$ cat config.mk
export PLATFORM = sky130hd
export DESIGN_NAME = axis_serdes_tx
export DESIGN_NICKNAME = d
export VERILOG_FILES = /design/src/rtl/serdes_pkg.sv /design/src/rtl/serdes_bit_timer.sv /design/src/rtl/axis_serdes_tx.sv
export SDC_FILE = /design/constraint.sdc
export NUM_CORES = 1
export LEC_CHECK = 0
export BUFFER_PORTS_ARGS = -buffer_cell sky130_fd_sc_hd__buf_2
export CAP_MARGIN = 30
export CORE_MARGIN = 10
export CORE_UTILIZATION = 61
export CTS_BUF_LIST = sky130_fd_sc_hd__clkbuf_2 sky130_fd_sc_hd__clkbuf_4 sky130_fd_sc_hd__clkbuf_8
export CTS_CLUSTER_DIAMETER = 60
export DETAILED_ROUTE_END_ITERATION = 10
export PLACE_DENSITY = 0.95
export SLEW_MARGIN = 20
export SYNTH_ARGS = -nofsm -noshare
export SYNTH_HDL_FRONTEND = slang
export SYNTH_HIERARCHICAL = 1
export SYNTH_SLANG_ARGS = --single-unit
$ cat constraint.sdc
create_clock -name i_clk -period 2.4 [get_ports i_clk]
set_input_delay 0.12 -clock i_clk [delete_from_list [all_inputs] [get_ports i_clk]]
set_output_delay 0.12 -clock i_clk [all_outputs]
set_load 0.05 [all_outputs]
$ cat src/rtl/serdes_pkg.sv
// Shared types, line levels and frame arithmetic for the serial link
// (transmitter today, receiver later).
package serdes_pkg;

  typedef enum logic [2:0] {
    IDLE,
    WAIT,
    START,
    DATA,
    PARITY,
    STOP
  } tx_state_t;

  localparam logic IDLE_LEVEL  = 1'b1;
  localparam logic START_LEVEL = 1'b0;
  localparam logic STOP_LEVEL  = 1'b1;

  // Clock cycles from the first start-bit cycle to the last stop-bit cycle.
  function automatic int frame_cycles(input int logic_size, input int clks_per_bit,
                                      input int parity_en);
    return (logic_size + parity_en + 2) * clks_per_bit;
  endfunction

endpackage

$ cat src/rtl/serdes_bit_timer.sv
// Bit-period timer: ticks once every CLKS_PER_BIT cycles; i_clear realigns
// the period so the first tick lands on the last cycle of a new bit.
module serdes_bit_timer #(
  parameter int CLKS_PER_BIT = 4
) (
  input  logic i_clk,
  input  logic i_rst_n,
  input  logic i_clear,
  output logic o_tick
);

  localparam int CW = (CLKS_PER_BIT > 1) ? $clog2(CLKS_PER_BIT) : 1;
  localparam logic [CW-1:0] LAST_COUNT = CW'(CLKS_PER_BIT - 1);

  logic [CW-1:0] count_reg;

  assign o_tick = (count_reg == LAST_COUNT);

  always_ff @(posedge i_clk or negedge i_rst_n) begin
    if (!i_rst_n) begin
      count_reg <= '0;
    end else if (i_clear || o_tick) begin
      count_reg <= '0;
    end else begin
      count_reg <= count_reg + CW'(1);
    end
  end

endmodule

$ cat src/rtl/axis_serdes_tx.sv
// Serial transmitter draining an async-FIFO read port: start bit, LSB-first
// data, optional even parity, stop bit; one idle-high WAIT cycle between frames.
module axis_serdes_tx
  import serdes_pkg::*;
#(
  parameter int LOGIC_SIZE   = 8,
  parameter int CLKS_PER_BIT = 4,
  parameter int PARITY_EN    = 0
) (
  input  logic                  i_clk,
  input  logic                  i_rst_n,
  input  logic                  i_en,
  input  logic                  i_rempty,
  output logic                  o_rr,
  input  logic [LOGIC_SIZE-1:0] i_rdata,
  output logic                  o_serial,
  output logic                  o_busy,
  output logic                  o_frame_done
);

  localparam int BW = (LOGIC_SIZE > 1) ? $clog2(LOGIC_SIZE) : 1;
  localparam logic [BW-1:0] LAST_BIT = BW'(LOGIC_SIZE - 1);

  tx_state_t             state_reg, state_next;
  logic [LOGIC_SIZE-1:0] shift_reg, shift_next;
  logic [BW-1:0]         bit_cnt_reg;
  logic                  parity_reg;
  logic                  tick;
  logic                  can_read;
  logic                  timer_clear;

  // Reset is folded in so no read request escapes while the block is held.
  assign can_read    = i_rst_n & i_en & ~i_rempty;
  assign timer_clear = (state_reg == WAIT);

  serdes_bit_timer #(
    .CLKS_PER_BIT(CLKS_PER_BIT)
  ) u_bit_timer (
    .i_clk  (i_clk),
    .i_rst_n(i_rst_n),
    .i_clear(timer_clear),
    .o_tick (tick)
  );

  genvar gi;
  generate
    for (gi = 0; gi < LOGIC_SIZE; gi++) begin : g_shift
      if (gi == LOGIC_SIZE - 1) begin : g_msb
        assign shift_next[gi] = 1'b0;
      end else begin : g_bit
        assign shift_next[gi] = shift_reg[gi+1];
      end
    end
  endgenerate

  always_ff @(posedge i_clk or negedge i_rst_n) begin
    if (!i_rst_n) begin
      state_reg <= IDLE;
    end else begin
      state_reg <= state_next;
    end
  end

  always_comb begin
    state_next   = state_reg;
    o_rr         = 1'b0;
    o_serial     = IDLE_LEVEL;
    o_busy       = 1'b1;
    o_frame_done = 1'b0;
    case (state_reg)
      IDLE: begin
        o_busy = 1'b0;
        o_rr   = can_read;
        if (can_read) state_next = WAIT;
      end
      WAIT: begin
        state_next = START;
      end
      START: begin
        o_serial = START_LEVEL;
        if (tick) state_next = DATA;
      end
      DATA: begin
        o_serial = shift_reg[0];
        if (tick && (bit_cnt_reg == LAST_BIT)) begin
          state_next = (PARITY_EN != 0) ? PARITY : STOP;
        end
      end
      PARITY: begin
        o_serial = parity_reg;
        if (tick) state_next = STOP;
      end
      STOP: begin
        o_serial = STOP_LEVEL;
        if (tick) begin
          o_frame_done = 1'b1;
          o_rr         = can_read;
          state_next   = can_read ? WAIT : IDLE;
        end
      end
      default: begin
        state_next = IDLE;
      end
    endcase
  end

  // Parity is taken from the whole word at capture, before shifting destroys it.
  always_ff @(posedge i_clk or negedge i_rst_n) begin
    if (!i_rst_n) begin
      shift_reg   <= '0;
      bit_cnt_reg <= '0;
      parity_reg  <= 1'b0;
    end else if (state_reg == WAIT) begin
      shift_reg   <= i_rdata;
      bit_cnt_reg <= '0;
      parity_reg  <= ^i_rdata;
    end else if ((state_reg == DATA) && tick) begin
      shift_reg   <= shift_next;
      bit_cnt_reg <= bit_cnt_reg + BW'(1);
    end
  end

endmodule

Yosys cells after proc, flatten, opt, wreduce, memory -nomap -nowiden
Cells that the tools add are included.
Word-level totals
  register bits after elaboration: 17
  latch bits: 0
  RAM bits: 0
  memory bits (read-only): 0
  output and inout port bits: 4
  memories: 0
Cells by class
  $add $sub $neg: 2
  multiply operators: 0
  divide/modulo/power cells: 0
  $lt $le $gt $ge: 0
  equal/unequal tests: 12
  shift-type cells: 0
  multiplexer cells: 18
  bitwise operators: 3
  reduce and logical (&&, ||, !) cells: 7
Operators with widths (number)
  $mux W3: 7
  $pmux W3 S6: 1
  $mux W8: 2
  $ne A2 B2 Y1 const B: 5
  $eq A3 B3 Y1 const B: 3
  $reduce_xor A8 Y1: 1
  $eq A3 B2 Y1 const B: 2
  $mux W1: 5
  $reduce_and A5 Y1: 1
  $add A3 B1 Y3 const B: 1
  $eq A3 B1 Y1 const B: 1
  $logic_not A3 Y1: 1
  $pmux W1 S3: 1
  $add A2 B1 Y2 const B: 1
  $and A1 B1 Y1: 2
  $eq A2 B2 Y1 const B: 1
  $logic_and A1 B1 Y1: 2
  $mux W2: 1
  $pmux W1 S2: 1
  $reduce_bool A2 Y1: 1
  $logic_or A1 B1 Y1: 1
  $not A1 Y1: 1

Depth between registers and ports, before layout
  depth after elaboration: 5
  mapped depth: 6
  depth with buffers taken out: 5

Cells and area by module
Netlist, hierarchy kept.
By module, submodules not included
  axis_serdes_tx: instances 1, cells an instance 80, area an instance 837.1 um2, sequential area each 375.4 um2
  serdes_bit_timer: instances 1, cells an instance 5, area an instance 85.1 um2, sequential area each 50.0 um2

Worst setup path before layout
No wires, ideal clock.
  kind: register to output
  start: reg state_reg[2]
  end: out o_rr
  data arrival time: 1951 ps
  data required time: 2280 ps
  setup slack: 329 ps
  cell stages (with the launch flop): 4
  path buffers: 1
  path through: dfrtp_1 -> buf_6 -> or3_2 -> a21oi_1
Between the ends
  longest elaborated chain between the ends: 2
RTL lines
  from (decl): line axis_serdes_tx.sv:24  | tx_state_t state_reg, state_next;
  from (signal assigned): line axis_serdes_tx.sv:60  | state_reg <= state_next;
  $eq A3 B3 Y1 or $logic_not A3 Y1 (tied branches): line axis_serdes_tx.sv:70  | case (state_reg)
  $pmux W1 S2 (*): line axis_serdes_tx.sv:70
  to (decl): line axis_serdes_tx.sv:14  | output logic o_rr,
Every way passes the cells marked *; elsewhere a longest branch is shown, timed or not.

Final worst setup path
  start: reg u_bit_timer.count_reg[0]
  end: out o_rr
Between the ends
  longest elaborated chain between the ends: 3
RTL lines
  from (decl): line serdes_bit_timer.sv:15  | logic [CW-1:0] count_reg;
  from (signal assigned): line serdes_bit_timer.sv:25  | count_reg <= count_reg + CW'(1);
  $eq A2 B2 Y1: line serdes_bit_timer.sv:17  | assign o_tick = (count_reg == LAST_COUNT);
  named net tick: line axis_serdes_tx.sv:28  | logic tick;
  $mux W1: line axis_serdes_tx.sv:95  | if (tick) begin
  $pmux W1 S2: line axis_serdes_tx.sv:70
The timed path passes the listed nets, and every way through them passes these cells.

==> reports/qor.txt <==
Crit-path slowest cell -> dfrtp_1
CP endpoint kind -> primary output
layout cells sized above 1 -> 25.5%
Slew HR -> 61.1%
Core ar. -> 0.00137 mm2
Logic pwr share -> 42.1%
Static Leak -> 0.463 nW
post-CTS setup buffer count -> 0
Ant. Diodes -> 0
Hold Path Class -> in -> reg
Worst Reg-to-Reg Cells -> 4
routability cong. -> 0.768
sequential share of power -> 42.9%
status -> finished, final reports clean
R2R setup slack -> 690 ps
post-synthesis register bit count -> 17
cts repair resizes -> 0
fmax -> 525 MHz
dpl cell area -> 982 um2
Die X-Extent -> 58.9 um
hold path start -> i_rdata[5]
# nets final -> 118
largest net degree at the start of global routing -> 19
hold path depth -> 3
WL/cell -> 16.1 um
Distinct cells, synth -> 28
H-Tree Depth -> 1
Rows -> 13
post-DP HPWL -> 1360 um
YS warnings -> 6
RSZ-0062 raised after global routing -> false
Synthesized Nets -> 100
Routed WL -> 1880 um
clk_lat worst skew -> 300 ps
fraction of the yosys area taken by sequential cells -> 46.1%
fin crit period -> 1900 ps
Worst Skew -> 7.96 ps
Reg clk slew, reported paths -> 100 ps
vias per inst -> 5.99
Clk pwr share -> 15.0%
Worst EP required -> 2280 ps
die area -> 0.00347 mm2
crit-path leading delay family -> simple AND/OR/NAND/NOR gates
# IOs -> 16
Max Cap Viol -> 0
CTS Hold Bufs -> 1
Routed Antenna Nets -> 0
total number of vias -> 701
Reg2Reg Launch Point -> u_bit_timer/count_reg[0]
cell taking the most area after synthesis -> dfrtp_1
WHS Endpoint -> shift_reg[5]
Num CTS Buffers -> 3
r2r endpoint -> shift_reg[4]
max incr delay on CP -> 370 ps
Syn-to-layout area delta -> 10.9%
Avg Cell Area, Syn -> 10.8 um2
Mapped Area -> 922 um2
Worst Path Arrival -> 1780 ps
sw power -> 0.435 mW
Setup crit start kind -> flop
kind of critical path -> reg -> out
worst slew pin tran -> 584 ps
Port Buffers -> 15
Int Power -> 0.679 mW
first-pass GRT wire length -> 3140 um
initial antenna violation count -> 0
setup tns final -> 0 ps
design area -> 0.00102 mm2
CP Buf/Inv Count -> 1
Clock Tree Buf Depth -> 2
Iter 0 DRT Violations -> 13
Syn Inst Count -> 85
clk sink count -> 17
peak supply drop -> 0.000572 V
worst-path maximum fanout -> 6
critical-path cell list -> ha_1 > and2_0 > nand2b_1 > a21oi_1 > buf_2
top post-synthesis cells by area -> dfrtp_1 46%, mux2i_1 7.6%, xnor2_1 6.6%
CTS tree -> built
Tot GR Track Use -> 11.5%
Die Ht -> 58.9 um
flip-flop count of the largest register after layout -> 8
period utilization -> 79.3%
Root Driver -> clkbuf_4
grt total ovfl -> 0
vias in the first global route -> 704
final setup fails -> 0
Residual DRC -> 0
power per cell area -> 1090 mW/mm2
sw frac -> 39.0%
Yosys top cell area share -> 46.1%
Initial Util -> 67.5%
Final Hold Fails -> 0
final slew viol count -> 0
First-pass DRT Iterations -> 4
-- routing by layer --
metal  share of wire, %  vias up  global-route usage (%)
li1                   -      338                       -
met1                 43      335                    12.5
met2                 48       21                    18.2
met3                6.1        7                    4.72
met4                3.6        0                    7.21
met5                  0        -                       0
-- power by group through the flow --
| stage | clock network [mW] | logic (mW) | registers [mW] |
|---|---|---|---|
| after global placement | 0 | 0.438 | 0.475 |
| after CTS | 0.171 | 0.475 | 0.477 |
| final | 0.167 | 0.469 | 0.478 |
| after global routing | 0.182 | 0.519 | 0.490 |
| after detailed placement | 0 | 0.469 | 0.481 |
| after floorplan | 0 | 0.401 | 0.454 |
-- metrics by stage --
stage	cells	util [%]	hold WS (ps)	power (mW)	worst slack (ps)
global route	117	74.8	53.5	1.19	374
detailed placement	112	71.9	66.9	0.950	673
finish	117	74.8	43.8	1.11	496
floorplan	85	-	-176	0.855	329
CTS	117	74.8	41.2	1.12	478
global placement	112	71.9	59.7	0.912	806
-- worst register-to-register path, cell delays in order (launching register included) --
cell	delay [ps]
dfrtp_1	370
ha_1	260
and4b_1	610
mux2i_1	260
o21ai_0	100
-- cell usage after synthesis --
cell type	number
nor3b_4	1
nor2_1	4
buf_4	1
inv_1	1
dfrtp_1	17
and4b_1	1
nor3_1	1
nor2_2	1
or3_2	1
a22o_1	3
nand2_1	9
xnor2_1	7
a21oi_1	4
a311oi_1	1
o22ai_1	1
o31ai_1	1
mux2i_1	7
and2_0	1
buf_6	3
nor3b_2	1
o21ai_2	1
ha_1	3
a21o_1	1
o21ai_0	7
nor3_2	1
nand3b_1	1
nand2b_1	4
o21ai_1	1
-- kinds of logic after synthesis --
group	count (synthesis)	synth area share, %
AOI/OAI and AO/OA	20	13.6
and+or+nand+nor	26	17.1
DFF	17	46.1
xor gates and xnor gates	7	6.65
buffers and inverters	5	4.88
muxes	7	7.60
adders and majority gates	3	4.07
-- cell type report --
| class | instances | area (um2) |
|---|---|---|
| Multi-Input combinational cell | 63 | 452 |
| Sequential cell | 17 | 425 |
| Fill cell | 91 | 344 |
| Timing Repair Buffer | 17 | 92.6 |
| Clock buffer | 4 | 30.0 |
| Tap cell | 15 | 18.8 |
| Inverter | 1 | 3.75 |
-- how the worst max path moves through the flow --
stage	start	endpoint	cells past startpoint
after global placement	u_bit_timer/count_reg[0]	shift_reg[1]	4
after floorplan	state_reg[2]	o_rr	3
after global routing	u_bit_timer/count_reg[0]	o_rr	5
final	u_bit_timer/count_reg[0]	o_rr	5
after detailed placement	u_bit_timer/count_reg[0]	shift_reg[4]	4
after CTS	u_bit_timer/count_reg[0]	o_rr	5
-- placed cells by master (no fill, tap or decap), types with 3 or more instances in the layout --
cell / synthesis / routed
buf_2: 0 / 15
clkbuf_4: 0 / 4
xnor2_1: 7 / 7
mux2i_1: 7 / 7
nand2b_1: 4 / 4
ha_1: 3 / 3
nor2_1: 4 / 4
o21ai_0: 7 / 7
nand2_1: 9 / 9
a21oi_1: 4 / 4
a22o_1: 3 / 3
dfrtp_1: 17 / 17
No activity file was read; power rests on OpenSTA's default activity.
